[src/rtl/one_four_demux.sv]
// Registered 1-to-4 valid/ready stream demultiplexer with a single-entry output buffer.
// Optional per-channel delivery counters (ch_cnt) are enabled by defining ONE_FOUR_DEMUX_CNT_EN.
module one_four_demux #(
  parameter int         WIDTH  = 8,
  parameter logic [3:0] CH_EN  = 4'b1111,
  parameter int         DROP_W = 8
) (
  input  logic              clk,
  input  logic              rst,
  input  logic [WIDTH-1:0]  i,
  input  logic [1:0]        s,
  input  logic              i_valid,
  output logic              i_ready,
  output logic [WIDTH-1:0]  y,
  output logic [3:0]        y_valid,
  input  logic [3:0]        y_ready,
  output logic [DROP_W-1:0] drop_cnt
`ifdef ONE_FOUR_DEMUX_CNT_EN
  ,
  output logic [4*16-1:0]   ch_cnt
`endif
);

  typedef enum logic {EMPTY, FULL} state_t;

  state_t     state;
  logic [1:0] held_sel;
  logic       full;
  logic       drain;
  logic       accept;
  logic       ch_ok;

  assign full    = (state == FULL);
  assign drain   = full & y_ready[held_sel];
  // Ready looks only at the buffer and the owning consumer, never at i_valid or s.
  assign i_ready = ~full | drain;
  assign accept  = i_valid & i_ready;
  assign ch_ok   = CH_EN[s];

  always_ff @(posedge clk or posedge rst) begin
    if (rst) begin
      state    <= EMPTY;
      held_sel <= 2'd0;
      y        <= '0;
      y_valid  <= 4'b0000;
      drop_cnt <= '0;
    end else begin
      case (state)
        EMPTY: begin
          if (accept && ch_ok) begin
            y        <= i;
            held_sel <= s;
            y_valid  <= 4'b0001 << s;
            state    <= FULL;
          end
        end
        FULL: begin
          if (accept && ch_ok) begin
            y        <= i;
            held_sel <= s;
            y_valid  <= 4'b0001 << s;
            state    <= FULL;
          end else if (drain) begin
            y_valid  <= 4'b0000;
            state    <= EMPTY;
          end
        end
        default: begin
          y_valid <= 4'b0000;
          state   <= EMPTY;
        end
      endcase
      // Dropped beats are consumed without touching the buffer; the count sticks at all-ones.
      if (accept && !ch_ok && (drop_cnt != {DROP_W{1'b1}}))
        drop_cnt <= drop_cnt + DROP_W'(1);
    end
  end

`ifdef ONE_FOUR_DEMUX_CNT_EN
  always_ff @(posedge clk or posedge rst) begin
    if (rst) begin
      ch_cnt <= '0;
    end else begin
      for (int k = 0; k < 4; k++) begin
        if (drain && (held_sel == 2'(k)))
          ch_cnt[16*k +: 16] <= ch_cnt[16*k +: 16] + 16'd1;
      end
    end
  end
`endif

endmodule

[config.mk]
export PLATFORM = sky130hd
export DESIGN_NAME = one_four_demux
export DESIGN_NICKNAME = d
export VERILOG_FILES = /design/src/rtl/one_four_demux.sv
export SDC_FILE = /design/constraint.sdc
export NUM_CORES = 1
export LEC_CHECK = 0
export BUFFER_PORTS_ARGS = -buffer_cell sky130_fd_sc_hd__buf_2
export CAP_MARGIN = 5
export CORE_UTILIZATION = 47
export CTS_CLUSTER_DIAMETER = 80
export DETAILED_ROUTE_END_ITERATION = 8
export PLACE_DENSITY = 0.92
export SLEW_MARGIN = 10
export SYNTH_ARGS = -nofsm -noshare
export SYNTH_HDL_FRONTEND = slang
export SYNTH_SLANG_ARGS = --single-unit
[constraint.sdc]
create_clock -name clk -period 4.2 [get_ports clk]
set_input_delay 0.84 -clock clk [delete_from_list [all_inputs] [get_ports clk]]
set_output_delay 0.84 -clock clk [all_outputs]
set_load 0.05 [all_outputs]
==> results of run 1 <==
## sequential cells by signal, indices dropped and copies added (netlist names)
register,count
held_sel,2
y_valid,4
full,1
y,8
## critical path: cells and delay by family
family	cells	cell delay [ps]
and+or+nand+nor	2	450
buffers and inverters	2	300
muxes	1	290
## metrics by stage
step / utilization / total power, mW / hold WS (ps) / cells / area (um^2)
final: 0.602 / 0.660 / 513 / 106 / 907
after global routing: 0.602 / 0.690 / 540 / 106 / 907
after CTS: 0.602 / 0.665 / 519 / 106 / 907
after detailed placement: 0.585 / 0.586 / 488 / 102 / 881
after global placement: 0.585 / 0.572 / 486 / 102 / 881
after floorplan: - / 0.522 / 558 / 66 / 791
## synthesized netlist by cell type (all sizes together)
cell type  instances
inv                8
or3b               1
o32ai              4
nand2              2
o221ai             2
dfrtp             15
nor2               1
mux2              11
buf                9
o221a              1
or2                2
nand2b             1
nor2b              1
conb               1
## kinds of logic after synthesis
family	share of synthesized area
other	0.00491
AOI/OAI and AO/OA	0.106
and+or+nand+nor	0.0589
muxes	0.201
buffers and inverters	0.137
DFF	0.491
## where the power goes
group / total [mW] / leakage (nW) / switching, mW / internal (mW)
sequential: 0.220 / 0.181 / 0.0283 / 0.192
combinational: 0.361 / 0.283 / 0.247 / 0.114
clock: 0.0792 / 0.0150 / 0.0425 / 0.0367
total: 0.660 / 0.479 / 0.317 / 0.343
## final cells by class
| class | instances | area [um^2] | share of cell area |
|---|---|---|---|
| Multi-Input combinational cell | 34 | 310 | 0.342 |
| Sequential cell | 15 | 375 | 0.414 |
| Tap cell | 16 | 20.0 | 0.0221 |
| Timing Repair Buffer | 29 | 145 | 0.160 |
| Inverter | 8 | 30.0 | 0.0331 |
| Clock buffer | 4 | 26.3 | 0.0290 |
## routing by layer
layer	up-vias	wire length (um)
li1	250	-
met1	262	528
met2	19	784
met3	2	66
met4	0	14
met5	-	0
## final timing paths
check                             from          to  cells after the start
hold / removal                    y[2]        y[2]                      1
setup reg to reg           held_sel[0]        y[3]                      3
max in group asynchronous          rst  y_valid[3]                      2
hold reg to reg                   y[2]        y[2]                      1
setup / recovery            y_ready[2]     i_ready                      5
min in group asynchronous          rst  y_valid[0]                      2
==> results.md, run 1 <==
Run:
- The number of maximum-capacitance violations is 0.

Clocking:
- The clock root buffer master is sky130_fd_sc_hd__clkbuf_4.
- The insertion delay to the later sink of the worst-skew pair is approximately 270 ps.
- The total clock buffers created by CTS is 3.
- After clock tree synthesis, the clock-pin slew on the worst setup and hold paths is roughly 90 ps.
- The CTS tree is done.
- The number of hold-repair buffers added at the cts stage is 0.
- The number of gates resized after CTS was 0.
- The H-tree depth is 1.
- The clock passes through at most 2 buffers.
- Once the clock tree was built, the setup fixing pass inserted 0 buffers.
- The CTS sink count is 15.

Route:
- The average vias per placed instance is 5.03.
- The DRC violations left is 0.
- The final route contains around 530 vias.
- The final wirelength is 1390 um.
- The first-iteration detailed-routing DRC count is 12.
- The detail route stage leaves a number of antenna-violating nets equal to 0.
- For this run, the detailed router's first-pass iteration total came to 3.
- The average wire per cell in the routed design is between 10 and 15 um.

Setup path:
- For flop-to-flop paths, the worst setup slack is 2450 ps.
- On the worst path, the slowest cell contributes a delay of between 300 and 400 ps.
- STA classifies the critical path startpoint as an input port.
- The startpoint-to-endpoint class of the critical path is input port to output pin.
- The arrival time of data at the critical path endpoint is 1880 ps.
- On the critical path, the stage with the largest delay is an instance of sky130_fd_sc_hd__or2_2.
- At the worst endpoint, the required time is roughly 3400 ps.
- Walking the worst path, the cells encountered are buf_2 -> mux2_4 -> or2_2 -> nor2b_1 -> buf_2.
- The cell that appears most often on the critical path is sky130_fd_sc_hd__buf_2.
- In this run the worst path has a maximum fanout of 3.
- The kind of capture point of the worst setup path is an output pin.

Power and ir drop:
- Dividing total power by cell area gives a power density of 728 nW/um^2.
- The leakage power figure is 0.479 nW.
- The worst-case IR drop observed on VDD is between 0.3 and 0.4 mV.

Final layout:
- The synthesis-to-finish area growth is 18.7%.
- The number of nets in the layout is about 110.
- Leaving out fill and tap cells, the most frequent cell in the layout is sky130_fd_sc_hd__buf_2.
- In the final layout, the share of cells above drive strength 1 is 0.533.
- The number of filler cells placed in the layout is 131.
- The number of antenna diodes in the final layout is 0.
- In the layout the commonest cells are sky130_fd_sc_hd__buf_2 (29), sky130_fd_sc_hd__dfrtp_1 (15), sky130_fd_sc_hd__mux2_4 (8), sky130_fd_sc_hd__inv_1 (8), sky130_fd_sc_hd__conb_1 (8).

Global routing:
- Across every metal layer, demand over resource in global routing totals 0.177.
- The initial antenna violation count is 0.
- The first global-routing pass estimated about 2400 um of wire.
- The busiest metal layer after global routing is met2.
- The via count of the first global-routing pass is 545.
- The met2 track utilization from global routing is 0.295.
- In the global route stage, met1 resource usage came out at 0.218.
- The sum of overflow across all layers after global routing is 0.
- The largest net degree at the start of global routing is 16.
- In the global route stage, met3 resource usage came out at 0.0388.

Synth:
- Of the post-synthesis cell area, the dominant cell type holds 0.491.
- Counting every instance in the synthesized netlist gives 59.
- The Yosys warning count is 0.
- Averaged over all synthesized cells, the footprint is between 10 and 15 um^2.
- Sorting the synthesized cells by area gives the leading types as sky130_fd_sc_hd__dfrtp_1 (49%), sky130_fd_sc_hd__mux2_4 (16%), sky130_fd_sc_hd__buf_4 (7.9%), sky130_fd_sc_hd__o32ai_1 (4.6%), sky130_fd_sc_hd__mux2_2 (4.4%).
- The number of storage elements in the synthesis netlist is 15.
- sky130_fd_sc_hd__dfrtp_1 takes more of the synthesized area than any other cell.
- The total standard cell area after synthesis is approximately 760 um^2.
- Counting distinct cell types in the post-synthesis netlist gives 17.
- Of the synthesized area, sequential elements account for 0.491.

Placement:
- The count of buffers added on input and output ports is 29.
- The congestion estimate from routability-driven global placement came to 0.730.
- The post-detailed-placement half-perimeter wirelength is ~1100 um.
- The setup slack at placement is 1480 ps.

STA:
- In the finished design, the share of the clock period the worst path needs comes to 0.648.
- The count of endpoints failing hold in the final timing report is 0.
- For the final database, setup skew stands at approximately 2.6 ps.
- The routed design could run at a clock period as short as 2720 ps.
- The worst-margin pin slew is 551 ps.
- In the final timing run, aggregate negative setup slack is 0 ps.
- The max-slew violation count is 0.
- Based on the critical path, the design can be clocked at up to 0.367 GHz.
- In the post-route analysis, the smallest setup slack over all paths is roughly 1500 ps.
- Setup violations remaining at the end of the flow were counted as 0.
- The worst slew slack as a fraction of its limit is 0.632.
- Setup repair after global routing left no endpoint under its margin.

Floorplan:
- For this design the top-level I/O count stands at 38.
- The horizontal extent of the die is between 40 and 50 um.
- The number of rows in the core area is 14.
- The core region is 1510 um^2.
- The total die area is approximately 1800 um^2.
- The initial utilization of the core area, before any placement, comes to 0.507.
- The height of the chip is 42.3 um.

Min path:
- The type of the most critical hold path is flip-flop to flip-flop.

Run status:
- The flow ran to the end, and the final reports show no timing, DRC or antenna violations.
No activity file was read; power rests on OpenSTA's default activity.
==> inputs of run 2 (changes only) <==
Settings changed: ABC_AREA from default to 1, CORE_UTILIZATION 47 to 45, PLACE_DENSITY 0.92 to 0.88.
Clock period 4.2 ns to 2.6 ns, I/O delays scaled along.
==> run 2 against run 1 <==
  * Clock-buffer cell count unchanged
  * Clock skew is 1.9 ps lower
  * Combinational power grew 110%
  * Largest cell class unchanged
  * Via count grew 20%
  * First-iteration DRC count unchanged
  * Non-clock buffer count is the same
  * Synthesized cell count grew 53%
  * Sequential power rose by 82%
  * Critical endpoint unchanged
  * Cell count rose by 35%
==> results.md, run 2 <==
Power and ir drop:
- The leakage power figure is 0.550 nW (+15%).
- The total power after layout is 1.28 mW (+94%).
- The power per standard cell area was 1350 nW/um^2 (+86%).
- The peak supply drop is 0.784 mV (+98%).

Floorplan:
- The horizontal extent of the die is 44.5 um (+5.1%).
- The total die area was 1980 um^2 (+10%).
- The initial cell density of the core is 0.509 (+0.00194).
- The number of rows in the core area is 14 (unchanged).
- The number of ports placed on the die boundary was 38 (unchanged).
- The height of the chip is 44.5 um (+5.1%).
- The area of the core is 1590 um^2 (+5.8%).

Global routing:
- The initial antenna violation count is 0 (unchanged).
- The sum of overflow across all layers after global routing is 0 (unchanged).
- The via count of the first global-routing pass is 536 (-1.7%).
- The first-pass GRT wire length is 2440 um (+2.3%).
- The largest net degree at the start of global routing is 18 (+2).
- The total track usage is 0.173 (-0.00422).

Setup path:
- The minimum setup slack among reg-to-reg paths came to 1350 ps (-1100 ps).
- The worst-path maximum fanout is 17 (+14).
- The critical path data required time came to 2080 ps (-1280 ps).
- The worst setup path is launched from a flip-flop.
- The kind of capture point of the worst setup path is an output pin.
- The critical path is of the flip-flop to output pin type.
- The critical register-to-register path endpoint is held_sel[1].
- The worst reg2reg path depth is 8 (+5).
- The start of the worst register-to-register path is held_sel[0].
- The arrival time of data at the critical path endpoint is 1470 ps (-410 ps).

STA:
- The highest attainable clock frequency is slightly above 0.5 GHz.
- The count of endpoints failing hold in the final timing report is 0 (unchanged).
- Setup repair after global routing left no endpoint under its margin.
- The final worst-path setup slack is 614 ps (-864 ps).
- The max-slew violation count came to 0 (unchanged).
- The final hold slack was 284 ps (-229 ps).
- In the finished design, the share of the clock period the worst path needs comes to 0.764.
- The total negative setup slack came to 0 ps (unchanged).
- The number of failing setup endpoints in the final timing report came to 0 (unchanged).
- Counting I/O delays and the setup requirement, the final critical path takes 1990 ps.
- The worst-margin pin slew is 562 ps (+10.7 ps).
- The final setup skew was 0.674 ps (-1.88 ps).
- The worst slew slack as a fraction of its limit is 0.625 (-0.00715).

Route:
- The count of vias placed by the detailed router is 639 (+20%).
- The final wirelength is 1490 um (+6.8%).
- The number of optimization iterations in the first detailed-route pass came to 5 (+2).
- The post-route antenna net violation count is 0 (unchanged).
- The DRC violations left came to 0 (unchanged).
- The first-iteration detailed-routing DRC count is 12 (unchanged).
- The average wire per cell in the routed design was 10.4 um (-21%).
- The average vias per placed instance is 4.47 (-11%).

Synth:
- The number of standard cells after synthesis came to 90 (+53%).
- The count of different cell masters after synthesis is 14 (-3).
- The number of enable-type register cells in the synthesized netlist is 0 (unchanged).
- The proportion of synthesized flip-flops having asynchronous set or reset is 1.00 (unchanged).
- For this run, the leading register cell type out of synthesis is sky130_fd_sc_hd__dfrtp_1.
- The sequential share of the synthesized area was 0.462 (-0.0287).
- The synthesized design spends more area on one cell type than any other, namely sky130_fd_sc_hd__dfrtp_1.
- The number of storage elements in the synthesis netlist was 15 (unchanged).
- The Yosys warning count is 0 (unchanged).
- The total standard cell area after synthesis is 812 um^2 (+6.2%).
- The most repeated cell in the gate-level netlist after synthesis is sky130_fd_sc_hd__nand2_1.
- Ranked by instance count, the synthesized netlist is headed by sky130_fd_sc_hd__nand2_1 (31), sky130_fd_sc_hd__dfrtp_1 (15), sky130_fd_sc_hd__buf_4 (10), sky130_fd_sc_hd__nand3_2 (10), sky130_fd_sc_hd__nand3_1 (9).
- Sorting the synthesized cells by area gives the leading types as sky130_fd_sc_hd__dfrtp_1 (46%), sky130_fd_sc_hd__nand2_1 (14%), sky130_fd_sc_hd__nand3_2 (12%), sky130_fd_sc_hd__buf_4 (9.2%), sky130_fd_sc_hd__nand3_1 (5.5%).
- The area share of the largest cell type after synthesis is 0.462 (-0.0287).
- The synthesized area per cell came to 9.02 um^2 (-30%).

Clocking:
- TritonCTS built the clock tree.
- The number of resized instances in the post-cts repair step came to 0 (unchanged).
- The clock slew at the register clock pins of the worst setup and hold paths is 80 ps (about the same).
- The H-tree depth is 1 (unchanged).
- The setup fix buffers added after clock tree synthesis is 0 (unchanged).
- The CTS sink count was 15 (unchanged).
- The maximum root-to-sink buffer count is 2 (unchanged).
- The number of hold-repair buffers added at the cts stage was 0 (unchanged).
- CTS placed an instance of sky130_fd_sc_hd__clkbuf_4 at the clock tree root.
- The insertion delay to the later sink of the worst-skew pair was 270 ps (about the same).
- The total clock buffers created by CTS was 3 (unchanged).

Final layout:
- The flip-flop count of the largest register, all copies and words added was 8 (unchanged).
- In the layout the commonest cells are sky130_fd_sc_hd__nand2_1 (31), sky130_fd_sc_hd__buf_2 (29), sky130_fd_sc_hd__dfrtp_1 (15), sky130_fd_sc_hd__nand3_2 (10), sky130_fd_sc_hd__nand3_1 (9).
- The most common cell after layout, fill and taps aside is sky130_fd_sc_hd__nand2_1.
- The final antenna diode count came to 0 (unchanged).
- y holds more flip-flops than any other register.
- The synthesis-to-finish area growth is 16.3%.
- The ratio of cells with drive above 1 in the final layout was 0.395 (-0.138).
- The number of nets in the layout was 137 (+27%).
- The largest registers in the layout are y (8), y_valid (4), held_sel (2).

Placement:
- The post-detailed-placement half-perimeter wirelength was 1160 um (+2.5%).
- The count of port buffers added during placement is 29 (unchanged).
- The setup slack at placement is 749 ps (-733 ps).
- The routability congestion estimate from global placement is 0.765 (+4.7%).

Run:
- The number of maximum-capacitance violations came to 0 (unchanged).

Run status:
- The flow ran to the end, and the final reports show no timing, DRC or antenna violations.

Min path:
- The worst hold path belongs to the class input port to asynchronous set/reset pin.
-- run 2: cell count changes after synthesis, moves of 2 or more --
cell                       before  now
sky130_fd_sc_hd__nand2_1        2   31
sky130_fd_sc_hd__nand3_2        0   10
sky130_fd_sc_hd__nand3_1        0    9
sky130_fd_sc_hd__mux2_4         8    0
sky130_fd_sc_hd__inv_1          8    4
sky130_fd_sc_hd__o32ai_1        4    0
sky130_fd_sc_hd__mux2_2         3    0
sky130_fd_sc_hd__buf_4          8   10
sky130_fd_sc_hd__nand2_4        0    2
sky130_fd_sc_hd__nand3b_1       0    2
-- run 2: cell type report --
cell class                      count  area [um^2]
Sequential cell                    15          375
Clock buffer                        4         26.3
Inverter                            5         18.8
Tap cell                           24         30.0
Timing Repair Buffer               29          145
Multi-Input combinational cell     66          349
Fill cell                         152          649
-- run 2: logic make-up after synthesis --
family / count (synthesis) / synth area share
simple gates: 58 / 0.393
buf+inv: 16 / 0.140
other cells: 1 / 0.00462
flops: 15 / 0.462
-- run 2: worst max path at each step --
stage,startpoint,to,slack [ps],cells past startpoint
after floorplan,y_ready[1],i_ready,1080,5
after global placement,y_ready[1],i_ready,780,6
after detailed placement,y_ready[1],i_ready,750,6
after CTS,held_sel[0],i_ready,600,6
after global routing,held_sel[0],i_ready,520,6
final,held_sel[0],i_ready,610,6
-- run 2: layer usage --
metal  part of all wire  vias up  wire length [um]  GRT usage
met2               0.50       19               742      0.268
met4                  0        0                 0     0.0727
li1                   -      330                 -          -
met3              0.051        0                76     0.0408
met1               0.45      290               670      0.232
met5                  0        -                 0          0
-- run 2: metrics by stage --
| step | std cells | instance area (um^2) | utilization |
|---|---|---|---|
| after floorplan | 97 | 838 | - |
| after global routing | 143 | 945 | 0.593 |
| after global placement | 139 | 918 | 0.576 |
| after detailed placement | 139 | 918 | 0.576 |
| final | 143 | 945 | 0.593 |
| after CTS | 143 | 945 | 0.593 |
-- run 2: power breakdown --
group          leakage (nW)  switching (mW)  internal, mW  total [mW]
logic                 0.349           0.585         0.163       0.748
registers             0.187          0.0634         0.337       0.401
clock network        0.0150          0.0695        0.0594       0.129
total                 0.550           0.718         0.560        1.28
-- run 2: critical path, stage by stage (launching register included) --
cell	delay, ps
sky130_fd_sc_hd__dfrtp_1	420
sky130_fd_sc_hd__inv_2	70
sky130_fd_sc_hd__nand2_1	60
sky130_fd_sc_hd__nand3_2	70
sky130_fd_sc_hd__nand2_2	60
sky130_fd_sc_hd__nand2_4	200
sky130_fd_sc_hd__buf_2	310
